--- src/rtl/mem_ctrl.sv ---
// Byte-wide RAM sequencer serving instruction fetches (4 bytes) and data loads/stores (1/2/4 bytes).
// Data accesses win over fetches; a jump redirect abandons an in-flight fetch.
module mem_ctrl (
  input  logic        clk,
  input  logic        rst,
  input  logic        ife_i,
  input  logic [31:0] if_addr_i,
  input  logic        reorder_i,
  output logic        ifready_o,
  output logic [31:0] ifdata_o,
  input  logic        meme_i,
  input  logic        memwr_i,
  input  logic [31:0] memaddr_i,
  input  logic [1:0]  memsel_i,
  input  logic [31:0] memwdata_i,
  output logic        memready_o,
  output logic [31:0] memrdata_o,
  output logic [31:0] mem_a,
  output logic [7:0]  mem_dout,
  output logic        mem_wr,
  input  logic [7:0]  mem_din
);

  localparam logic [1:0] IDLE     = 2'd0;
  localparam logic [1:0] IF_BUSY  = 2'd1;
  localparam logic [1:0] MEM_BUSY = 2'd2;
  localparam logic [1:0] DONE     = 2'd3;

  logic [1:0]  state_q, state_d;
  logic [2:0]  cnt_q, cnt_d;
  logic [2:0]  len_q, len_d;
  logic [31:0] base_q, base_d;
  logic [31:0] wdata_q, wdata_d;
  logic        wr_q, wr_d;
  logic [31:0] rbuf_q, rbuf_d;
  logic        ifready_q, ifready_d;
  logic        memready_q, memready_d;
  logic [31:0] ifdata_q, ifdata_d;
  logic [31:0] memrdata_q, memrdata_d;
  logic [31:0] mem_a_q, mem_a_d;
  logic [7:0]  mem_dout_q, mem_dout_d;
  logic        mem_wr_q, mem_wr_d;

  logic [2:0]  lane;
  logic [2:0]  next_off;
  logic [31:0] next_addr;
  logic [31:0] rbuf_merge;
  logic [2:0]  sel_len;

  always_comb begin
    case (memsel_i)
      2'b00:   sel_len = 3'd1;
      2'b01:   sel_len = 3'd2;
      default: sel_len = 3'd4;
    endcase
  end

  always_comb begin
    state_d    = state_q;
    cnt_d      = cnt_q;
    len_d      = len_q;
    base_d     = base_q;
    wdata_d    = wdata_q;
    wr_d       = wr_q;
    rbuf_d     = rbuf_q;
    ifready_d  = 1'b0;
    memready_d = 1'b0;
    ifdata_d   = ifdata_q;
    memrdata_d = memrdata_q;
    mem_a_d    = mem_a_q;
    mem_dout_d = mem_dout_q;
    mem_wr_d   = mem_wr_q;

    // cnt holds the offset of the address on mem_a; mem_din carries the byte at offset cnt-1
    lane       = cnt_q - 3'd1;
    next_off   = cnt_q + 3'd1;
    next_addr  = base_q + {29'd0, next_off};
    rbuf_merge = rbuf_q;
    if (cnt_q != 3'd0) rbuf_merge[{lane[1:0], 3'b000} +: 8] = mem_din;

    case (state_q)
      IDLE: begin
        if (meme_i) begin
          state_d    = MEM_BUSY;
          cnt_d      = 3'd0;
          len_d      = sel_len;
          base_d     = memaddr_i;
          wdata_d    = memwdata_i;
          wr_d       = memwr_i;
          rbuf_d     = 32'd0;
          mem_a_d    = memaddr_i;
          mem_wr_d   = memwr_i;
          mem_dout_d = memwdata_i[7:0];
        end else if (ife_i) begin
          state_d    = IF_BUSY;
          cnt_d      = 3'd0;
          len_d      = 3'd4;
          base_d     = if_addr_i;
          wr_d       = 1'b0;
          rbuf_d     = 32'd0;
          mem_a_d    = if_addr_i;
          mem_wr_d   = 1'b0;
        end
      end
      IF_BUSY, MEM_BUSY: begin
        if (state_q == IF_BUSY && reorder_i) begin
          state_d  = IDLE;
          cnt_d    = 3'd0;
          mem_wr_d = 1'b0;
        end else if (wr_q) begin
          if (cnt_q == len_q - 3'd1) begin
            state_d    = DONE;
            cnt_d      = 3'd0;
            mem_wr_d   = 1'b0;
            memready_d = 1'b1;
          end else begin
            cnt_d      = next_off;
            mem_a_d    = next_addr;
            mem_dout_d = wdata_q[{next_off[1:0], 3'b000} +: 8];
          end
        end else begin
          rbuf_d = rbuf_merge;
          if (cnt_q == len_q) begin
            state_d = DONE;
            cnt_d   = 3'd0;
            if (state_q == IF_BUSY) begin
              ifready_d = 1'b1;
              ifdata_d  = rbuf_merge;
            end else begin
              memready_d = 1'b1;
              memrdata_d = rbuf_merge;
            end
          end else begin
            cnt_d = next_off;
            if (next_off < len_q) mem_a_d = next_addr;
          end
        end
      end
      default: begin
        state_d = IDLE;
      end
    endcase
  end

  always_ff @(posedge clk) begin
    if (rst) begin
      state_q    <= IDLE;
      cnt_q      <= 3'd0;
      len_q      <= 3'd0;
      base_q     <= 32'd0;
      wdata_q    <= 32'd0;
      wr_q       <= 1'b0;
      rbuf_q     <= 32'd0;
      ifready_q  <= 1'b0;
      memready_q <= 1'b0;
      ifdata_q   <= 32'd0;
      memrdata_q <= 32'd0;
      mem_a_q    <= 32'd0;
      mem_dout_q <= 8'd0;
      mem_wr_q   <= 1'b0;
    end else begin
      state_q    <= state_d;
      cnt_q      <= cnt_d;
      len_q      <= len_d;
      base_q     <= base_d;
      wdata_q    <= wdata_d;
      wr_q       <= wr_d;
      rbuf_q     <= rbuf_d;
      ifready_q  <= ifready_d;
      memready_q <= memready_d;
      ifdata_q   <= ifdata_d;
      memrdata_q <= memrdata_d;
      mem_a_q    <= mem_a_d;
      mem_dout_q <= mem_dout_d;
      mem_wr_q   <= mem_wr_d;
    end
  end

  assign ifready_o  = ifready_q;
  assign ifdata_o   = ifdata_q;
  assign memready_o = memready_q;
  assign memrdata_o = memrdata_q;
  assign mem_a      = mem_a_q;
  assign mem_dout   = mem_dout_q;
  assign mem_wr     = mem_wr_q;

endmodule

--- config.mk ---
export PLATFORM = sky130hd
export DESIGN_NAME = mem_ctrl
export DESIGN_NICKNAME = d
export VERILOG_FILES = /design/src/rtl/mem_ctrl.sv
export SDC_FILE = /design/constraint.sdc
export NUM_CORES = 1
export LEC_CHECK = 0
export ABC_CLOCK_PERIOD_IN_PS = 3200
export CAP_MARGIN = 10
export CELL_PAD_IN_SITES_DETAIL_PLACEMENT = 1
export CELL_PAD_IN_SITES_GLOBAL_PLACEMENT = 1
export CORE_MARGIN = 2
export CORE_UTILIZATION = 38
export DETAILED_ROUTE_END_ITERATION = 6
export PLACE_DENSITY_LB_ADDON = 0.3
export SYNTH_ARGS = -nofsm -noshare
export SYNTH_HDL_FRONTEND = slang
export SYNTH_SLANG_ARGS = --single-unit
--- constraint.sdc ---
create_clock -name clk -period 3.2 [get_ports clk]
set_input_delay 0.32 -clock clk [delete_from_list [all_inputs] [get_ports clk]]
set_output_delay 0.32 -clock clk [all_outputs]
set_load 0.01 [all_outputs]
==> results of run 1 <==
[critical path, stage by stage, from the launching register on]
cell	delay, ns
dfxtp_1	0.39
buf_4	0.17
ha_1	0.20
xor2_1	0.25
ha_1	0.30
a21oi_1	0.18
a21oi_1	0.09
o21ai_0	0.26
and3_1	0.21
buf_4	0.31
mux2i_1	0.24
nor2_1	0.06
[metal layers]
layer,track usage [%],share of wire [%],up-vias
li1,-,-,4285
met1,29.0,45,4250
met2,36.8,48,209
met3,3.54,4.6,39
met4,5.82,2.3,0
met5,0,0,-
[final cells by class]
cell class | count | area [um^2] | share of cell area, %
Timing Repair Buffer | 240 | 2380 | 18.3
Clock buffer | 33 | 716 | 5.49
Multi-Input combinational cell | 781 | 5000 | 38.4
Sequential cell | 212 | 4240 | 32.6
Inverter | 26 | 97.6 | 0.749
Clock inverter | 10 | 178 | 1.36
Tap cell | 330 | 413 | 3.17
[cell families after synthesis]
logic type      synth area share [%]
xor+xnor                        3.11
flops                           43.6
mux                             6.79
simple gates                    17.6
fa+ha+maj                       2.26
compound gates                  21.5
buf+inv                         5.12
[where the power goes]
part / internal [uW] / switching, uW / total, uW
Clock: 1960 / 1120 / 3080
Combinational: 2060 / 2730 / 4790
Sequential: 3310 / 462 / 3770
[stage by stage]
step,hold slack [ns],setup WS (ns),power (uW),cell area (um^2),instances
after floorplan,0.399,0.419,6780,9730,1104
after global placement,0.438,0.398,8480,12100,1589
after detailed placement,0.448,0.283,8650,12100,1589
after CTS,0.187,0.229,11800,13000,1632
after global routing,0.209,0.178,12400,13000,1632
final,0.204,0.401,11600,13000,1632
[sequential cells by signal, indices dropped and copies added, names as in the netlist, 2 cells and up]
| name | flops |
|---|---|
| base_q | 32 |
| state_q | 2 |
| memrdata_o | 32 |
| mem_dout | 8 |
| len_q | 3 |
| ifdata_o | 32 |
| wdata_q | 32 |
| rbuf_q | 32 |
| cnt_q | 3 |
| mem_a | 32 |
[synthesized netlist by cell type, types with 18 or more instances]
| cell | number | area share [%] |
|---|---|---|
| mux2i_1 | 48 | 4.9 |
| a21oi_1 | 99 | 5.1 |
| nor2_1 | 133 | 5.1 |
| xnor2_1 | 18 | 1.6 |
| nand3_1 | 18 | 0.93 |
| inv_1 | 25 | 0.96 |
| nand2_1 | 144 | 5.6 |
| clkbuf_1 | 52 | 2.0 |
| a211oi_1 | 79 | 6.1 |
| a22oi_1 | 42 | 3.2 |
| a211oi_2 | 28 | 3.6 |
| nand2b_1 | 27 | 1.7 |
| dfxtp_1 | 212 | 44 |
[placed cells by master, fill, tap and decap left out, types with 7 or more instances in the layout]
| master | synthesis | routed |
|---|---|---|
| clkdlybuf4s50_1 | 0 | 216 |
| mux4_2 | 8 | 8 |
| a21oi_1 | 99 | 99 |
| nand2_1 | 144 | 144 |
| nor3_1 | 7 | 7 |
| inv_1 | 25 | 25 |
| a211oi_2 | 28 | 28 |
| a22oi_1 | 42 | 42 |
| nor2_1 | 133 | 133 |
| nor4_1 | 7 | 7 |
| ha_1 | 16 | 16 |
| nand2b_1 | 27 | 27 |
| o211ai_1 | 15 | 15 |
| mux2i_1 | 48 | 48 |
| nand4_1 | 16 | 16 |
| buf_4 | 6 | 19 |
| xnor2_1 | 18 | 18 |
| nand3_1 | 18 | 17 |
| clkbuf_16 | 0 | 25 |
| xor2_1 | 14 | 14 |
| o21ai_0 | 12 | 12 |
| dfxtp_1 | 212 | 212 |
| a211oi_1 | 79 | 79 |
[path summary, 6_finish.rpt]
kind,start,slack (ns),endpoint
max reg2reg,cnt_q[1],0.40,mem_a[5]
min,rst,0.20,rbuf_q[24]
min reg2reg,rbuf_q[18],0.45,rbuf_q[18]
max,cnt_q[1],0.40,mem_a[5]
==> flow_summary.toml, run 1 <==
[placed_design]
dp_hpwl_um = 20000
io_buffers = 218
place_congestion = 0.820

[drt]
viasPerCell = 5.38
drt-pass1-iter-count = 4
drcViolationCount = 0
via_count = 8783
avgRoutedWirePerCell_um = 18.1
drtIter0Drc = 467
antenna_left = 0
finalWirelength_um = 29500

[global_route]
grt_first_pass_wirelength_um = 47000
grt_max_degree = 118
first_global_vias = 8725
grt.overflow.total = 0
track_usage_pct = 21.8
antenna_found_initial = 0

[yosys]
synth.cell_area_um2 = 9730
synth_seq_cells = 212
netlist_instances = 1104
syn_area_per_cell_um2 = 8.81
synth-edff-count = 0
syn_nets = 1233
synth_seq_area_share_pct = 43.6
synth.distinct_cells = 48
yosysWarnings = 0
synth_ff_type = "dfxtp_1"
async_flop_share_pct = 0

[setup_path]
path_class = "reg2reg"
rr_worst_depth = 11
startpoint_type = "register"
required_ns = 3.58
crit_path_end_kind = "register"
cp.arrival_ns = 3.18
crit_fanout = 23

[clock_tree]
cts_sinks = 212
cts_tree = "built"
clk_path_buf_depth = 3
cts_buffers = 24
post_cts_buffers = 0
htreeDepth = 1
clk_pin_slew_worst_paths_ns = 0.06
cts-root-buf = "clkbuf_16"
hold_buffers = 0
ctsResizeCount = 0
insertion_delay_ns = 0.52

[die]
fp.dieH_um = 164
fp.dieW_um = 164
start_util_pct = 38.6
ios = 219
fp-row-count = 58
die_area_um2 = 26900
coreArea_um2 = 25200

[power]
powerDensity_nw_per_um2 = 894
p_leak_uw = 0.00470
ir_worst_vdd_mv = 0.463

[worst_hold_path]
min_path_type = "in2reg"
holdPathStages = 2

[sta]
fin_tns_setup_ns = 0
worst_pin_slew_ns = 1.00
rsz0062_at_grt = "false"
skew_ns = 0.00757
fmax_ghz = 0.357
fin_crit_ns = 2.80
hold_viol_final = 0
setup-violations-final = 0
slew_headroom_pct = 32.8
slew_violations = 0
min_period_over_period_pct = 87.5

[run_status]
outcome = "finished, final reports clean"

[run]
maxCapViolations = 0

[layout]
num_antenna_cells = 0
finalNetCount = 1414
fillers = 2880
drive_above_1_share_pct = 8.60
area_growth_syn_to_layout_pct = 33.9
final_util_pct = 51.7
(Power assumes the default switching activity.)
==> run 2: changes to the inputs <==
--- a/config.mk
+++ b/config.mk
@@ -13,6 +13,7 @@
 export CORE_UTILIZATION = 38
 export DETAILED_ROUTE_END_ITERATION = 6
 export PLACE_DENSITY_LB_ADDON = 0.3
+export SETUP_SLACK_MARGIN = 0.3
 export SYNTH_ARGS = -nofsm -noshare
 export SYNTH_HDL_FRONTEND = slang
 export SYNTH_SLANG_ARGS = --single-unit
==> run 2 against run 1 <==
  * Clock skew barely moved
  * Total power rose by 0.23%
  * Die area did not move
  * Sequential power about the same
  * Worst hold slack better by 0.00068 ns
  * Flip-flop and latch count unchanged
  * Count of clock-buffer cells in the layout unchanged
  * Non-clock buffer count unchanged
  * Maximum frequency about the same
  * Critical endpoint is now mem_a[21]
==> flow_summary.toml, run 2 (synthesis gave the netlist of run 1 again) <==
[run_status]
outcome = "finished, final reports clean"

[layout]
finalNetCount = 1414
num_antenna_cells = 0
drive_above_1_share_pct = 8.76
final_cell_mix = "216 x clkdlybuf4s50_1, 212 x dfxtp_1, 144 x nand2_1"
instances_no_fill = 1632
regArea_um2 = 4240
fillers = 2881
final_common_cell = "clkdlybuf4s50_1"
multi_input_area_um2 = 5020
area_growth_syn_to_layout_pct = 34.3

[clock_tree]
post_cts_buffers = 0
cts_sinks = 212
insertion_delay_ns = 0.51
cts-root-buf = "clkbuf_16"
htreeDepth = 1
cts_buffers = 24
cts_tree = "built"
clk_pin_slew_worst_paths_ns = 0.06
clk_path_buf_depth = 3

[sta]
skew_ns = 0.00796
fmax_ghz = 0.357
setup-violations-final = 0
hold_viol_final = 0
min_period_over_period_pct = 87.5
fin_tns_setup_ns = 0
fin_crit_ns = 2.80
rsz0062_at_grt = "true"
slew_headroom_pct = 48.2
worst_pin_slew_ns = 0.771
slew_violations = 0

[setup_path]
cp.arrival_ns = 3.21
startpoint_type = "register"
reg2reg_from = "cnt_q[0]"
crit_fanout = 14
path_class = "reg2reg"
required_ns = 3.61
cp-endpoint = "mem_a[21]"
crit_path_end_kind = "register"
reg2reg_to = "mem_a[21]"
reg2reg_slack_ns = 0.40
rr_worst_depth = 11
crit_start = "cnt_q[0]"

[power]
powerDensity_nw_per_um2 = 893
p_leak_uw = 0.00471
ir_worst_vdd_mv = 0.463

[drt]
antenna_left = 0
drt-pass1-iter-count = 4
drtIter0Drc = 508
via_count = 8791
avgRoutedWirePerCell_um = 18.0
viasPerCell = 5.39
finalWirelength_um = 29400
drcViolationCount = 0

[die]
coreArea_um2 = 25200
fp.dieW_um = 164
fp-row-count = 58
ios = 219
die_area_um2 = 26900
fp.dieH_um = 164
start_util_pct = 38.6

[global_route]
grt.overflow.total = 0
track_usage_pct = 21.8
grt_max_degree = 118
first_global_vias = 8725
antenna_found_initial = 0
grt_first_pass_wirelength_um = 47000

[placed_design]
dpl.cell_count = 1589
dp_hpwl_um = 20000
place_congestion = 0.820
io_buffers = 218

[worst_hold_path]
min_path_type = "in2reg"

[run]
maxCapViolations = 0
## run 2: cell type report
cell class,instances,share of cell area (%)
sequential,212,32.5
tap,330,3.16
clock inverter,10,1.36
timing repair buffer,240,18.3
multi-input combinational,781,38.5
clock buffer,33,5.48
inverter,26,0.747
## run 2: per-stage QoR
stage | setup slack [ns] | power [uW] | area (um^2) | util, % | hold WS (ns)
6_report | 0.401 | 11700 | 13100 | 51.9 | 0.205
2_1_floorplan | 0.419 | 6780 | 9730 | - | 0.399
5_1_grt | 0.224 | 12500 | 13100 | 51.9 | 0.209
4_1_cts | 0.324 | 11800 | 13000 | 51.7 | 0.187
3_5_place_dp | 0.283 | 8650 | 12100 | 48.2 | 0.448
3_3_place_gp | 0.398 | 8480 | 12100 | 48.2 | 0.438
## run 2: worst min path at each step
stage	start	endpoint	slack, ns	depth (start not counted)
2_1_floorplan	reorder_i	ifready_o	0.40	1
3_3_place_gp	rbuf_q[22]	rbuf_q[22]	0.44	2
3_5_place_dp	rbuf_q[9]	rbuf_q[9]	0.45	2
4_1_cts	rst	rbuf_q[24]	0.19	2
5_1_grt	rst	rbuf_q[24]	0.21	2
6_report	rst	rbuf_q[24]	0.20	2
## run 2: critical path, stage by stage (launching register included)
cell and delay [ns]:
dfxtp_1 0.36, inv_1 0.14, ha_1 0.39, buf_8 0.22
ha_1 0.27, a211oi_1 0.36, nor2_1 0.10, buf_4 0.21
nand4_1 0.12, xor2_1 0.18, a21oi_1 0.10, a32o_1 0.23
## run 2: layer usage
| metal | wire length (um) | share of wire, % | global-route usage, % | up-vias |
|---|---|---|---|---|
| li1 | - | - | - | 4282 |
| met3 | 1370 | 4.7 | 3.54 | 40 |
| met5 | 0 | 0 | 0 | - |
| met4 | 672 | 2.3 | 5.82 | 0 |
| met2 | 14100 | 48 | 36.8 | 213 |
| met1 | 13300 | 45 | 29.0 | 4256 |
## run 2: where the power goes
part / internal, uW / switching, uW
clock: 1960 / 1120
combinational: 2080 / 2750
sequential: 3310 / 459
total: 7350 / 4320
## run 2: what timing repair did
action / 4_1_cts / 5_1_grt
setup endpoints to repair: 2 / 41
pin swaps: 0 / 1
cloned: 0 / 0
hold buffers: 0 / 0
endpoints found under the hold margin: 0 / 0
gates resized for setup: 1 / 9
==> run 3: changes to the inputs <==
--- a/config.mk
+++ b/config.mk
@@ -5,7 +5,7 @@
 export SDC_FILE = /design/constraint.sdc
 export NUM_CORES = 1
 export LEC_CHECK = 0
-export ABC_CLOCK_PERIOD_IN_PS = 3200
+export ABC_CLOCK_PERIOD_IN_PS = 3150
 export CAP_MARGIN = 10
 export CELL_PAD_IN_SITES_DETAIL_PLACEMENT = 1
 export CELL_PAD_IN_SITES_GLOBAL_PLACEMENT = 1
==> constraint.sdc (replaced) <==
create_clock -name clk -period 3.15 [get_ports clk]
set_input_delay 0.63 -clock clk [delete_from_list [all_inputs] [get_ports clk]]
set_output_delay 0.63 -clock clk [all_outputs]
set_load 0.01 [all_outputs]
==> run 3 against run 2 <==
  * Register-to-register slack gained 0.05 ns
  * Highest routed layer unchanged
  * Maximum frequency grew 3.6%
  * Combinational power grew 3%
  * Critical endpoint is now mem_a[25]
==> flow_summary.toml, run 3 (synthesis gave the netlist of run 1 again) <==
[run_status]
outcome = "finished, final reports clean"

[clock_tree]
clk_pin_slew_worst_paths_ns = 0.06
cts-root-buf = "clkbuf_16"
cts_buffers = 25
htreeDepth = 1
insertion_delay_ns = 0.52
clk_path_buf_depth = 3
cts_tree = "built"
cts_sinks = 212
hold_buffers = 0

[die]
coreArea_um2 = 25200
fp.dieW_um = 164
fp-row-count = 58
start_util_pct = 38.6
ios = 219
die_area_um2 = 26900
fp.dieH_um = 164

[layout]
fillers = 2872
drive_above_1_share_pct = 9.18
final_common_cell = "clkdlybuf4s50_1"
finalNetCount = 1420
multi_input_area_um2 = 5030
area_growth_syn_to_layout_pct = 34.2
instances_no_fill = 1637
regArea_um2 = 4240
num_antenna_cells = 0
final_cell_mix = "216 x clkdlybuf4s50_1, 212 x dfxtp_1, 144 x nand2_1"

[sta]
min_period_over_period_pct = 85.8
fin_tns_setup_ns = 0
setup-violations-final = 0
rsz0062_at_grt = "true"
fmax_ghz = 0.370
fin_crit_ns = 2.70
worst_pin_slew_ns = 0.754
skew_ns = 0.0137
slew_violations = 0
slew_headroom_pct = 49.3
hold_viol_final = 0

[drt]
viasPerCell = 5.42
route.met2.wl_um = 14600
via_count = 8874
drtIter0Drc = 494
avgRoutedWirePerCell_um = 18.3
drcViolationCount = 0
wl_met1_um = 13000
routed-wl-met3_um = 1660
top_layer = "met4"
drt-pass1-iter-count = 5
finalWirelength_um = 29900
antenna_left = 0

[global_route]
first_global_vias = 9071
grt.overflow.total = 0
grt_max_degree = 107
grt_first_pass_wirelength_um = 48200
antenna_found_initial = 0
track_usage_pct = 22.3

[setup_path]
path_class = "reg2reg"
crit_fanout = 14
required_ns = 3.60
cp.arrival_ns = 3.15
startpoint_type = "register"
crit_path_end_kind = "register"

[power]
p_leak_uw = 0.00471
powerDensity_nw_per_um2 = 893
ir_worst_vdd_mv = 0.500

[placed_design]
place_congestion = 0.817
dpl.cell_count = 1592
io_buffers = 218
dp_hpwl_um = 20000

[worst_hold_path]
min_path_type = "reg2reg"

[run]
maxCapViolations = 0
==> run 3: path summary, 6_finish.rpt <==
path	slack (ns)	to	depth (start not counted)	startpoint
setup / recovery	0.45	mem_a[25]	10	cnt_q[0]
hold / removal	0.45	rbuf_q[20]	2	rbuf_q[20]
setup reg to reg	0.45	mem_a[25]	10	cnt_q[0]
hold reg to reg	0.45	rbuf_q[20]	2	rbuf_q[20]
==> run 3: cell type report <==
cell class,count,area share (%)
tap,330,3.16
multi-input combinational,781,38.6
sequential,212,32.5
inverter,26,0.748
timing repair buffer,245,18.8
clock inverter,7,0.460
clock buffer,36,5.72
==> run 3: worst max-delay path: stages, from the launching register on <==
cell      delay (ns)
dfxtp_1         0.38
inv_1           0.16
ha_1            0.36
buf_6           0.19
ha_1            0.33
a211oi_2        0.09
nor2_1          0.14
nand3_1         0.22
or4_1           0.44
and3_1          0.18
o21ai_0         0.14
==> run 3: metrics by stage <==
| step | area [um^2] | hold WS [ns] | setup slack, ns | utilization [%] | total power [uW] |
|---|---|---|---|---|---|
| after global routing | 13100 | 0.474 | 0.243 | 51.8 | 12500 |
| final | 13100 | 0.451 | 0.447 | 51.8 | 11700 |
| after CTS | 13000 | 0.457 | 0.315 | 51.6 | 11700 |
| after global placement | 12200 | 0.438 | 0.315 | 48.4 | 8660 |
| after detailed placement | 12200 | 0.449 | 0.180 | 48.4 | 8830 |
| after floorplan | 9730 | 0.432 | 0.369 | - | 6890 |
==> run 3: timing repair <==
| item | CTS | global route |
|---|---|---|
| gates resized for setup | 1 | 10 |
| buffers inserted | 0 | 2 |
| setup endpoints to repair | 8 | 55 |
| pin swaps | 0 | 0 |
==> run 3: routing by layer <==
metal | vias to the layer above | track usage (%)
li1 | 4296 | -
met1 | 4278 | 28.8
met2 | 251 | 38.2
met3 | 49 | 3.79
met4 | 0 | 6.42
met5 | - | 0
==> run 3: where the power goes <==
group          switching (uW)  internal (uW)  total, uW  leakage [uW]
Clock                    1130           1710       2840      0.000407
Combinational            2820           2160       4980       0.00257
Sequential                478           3360       3840       0.00174
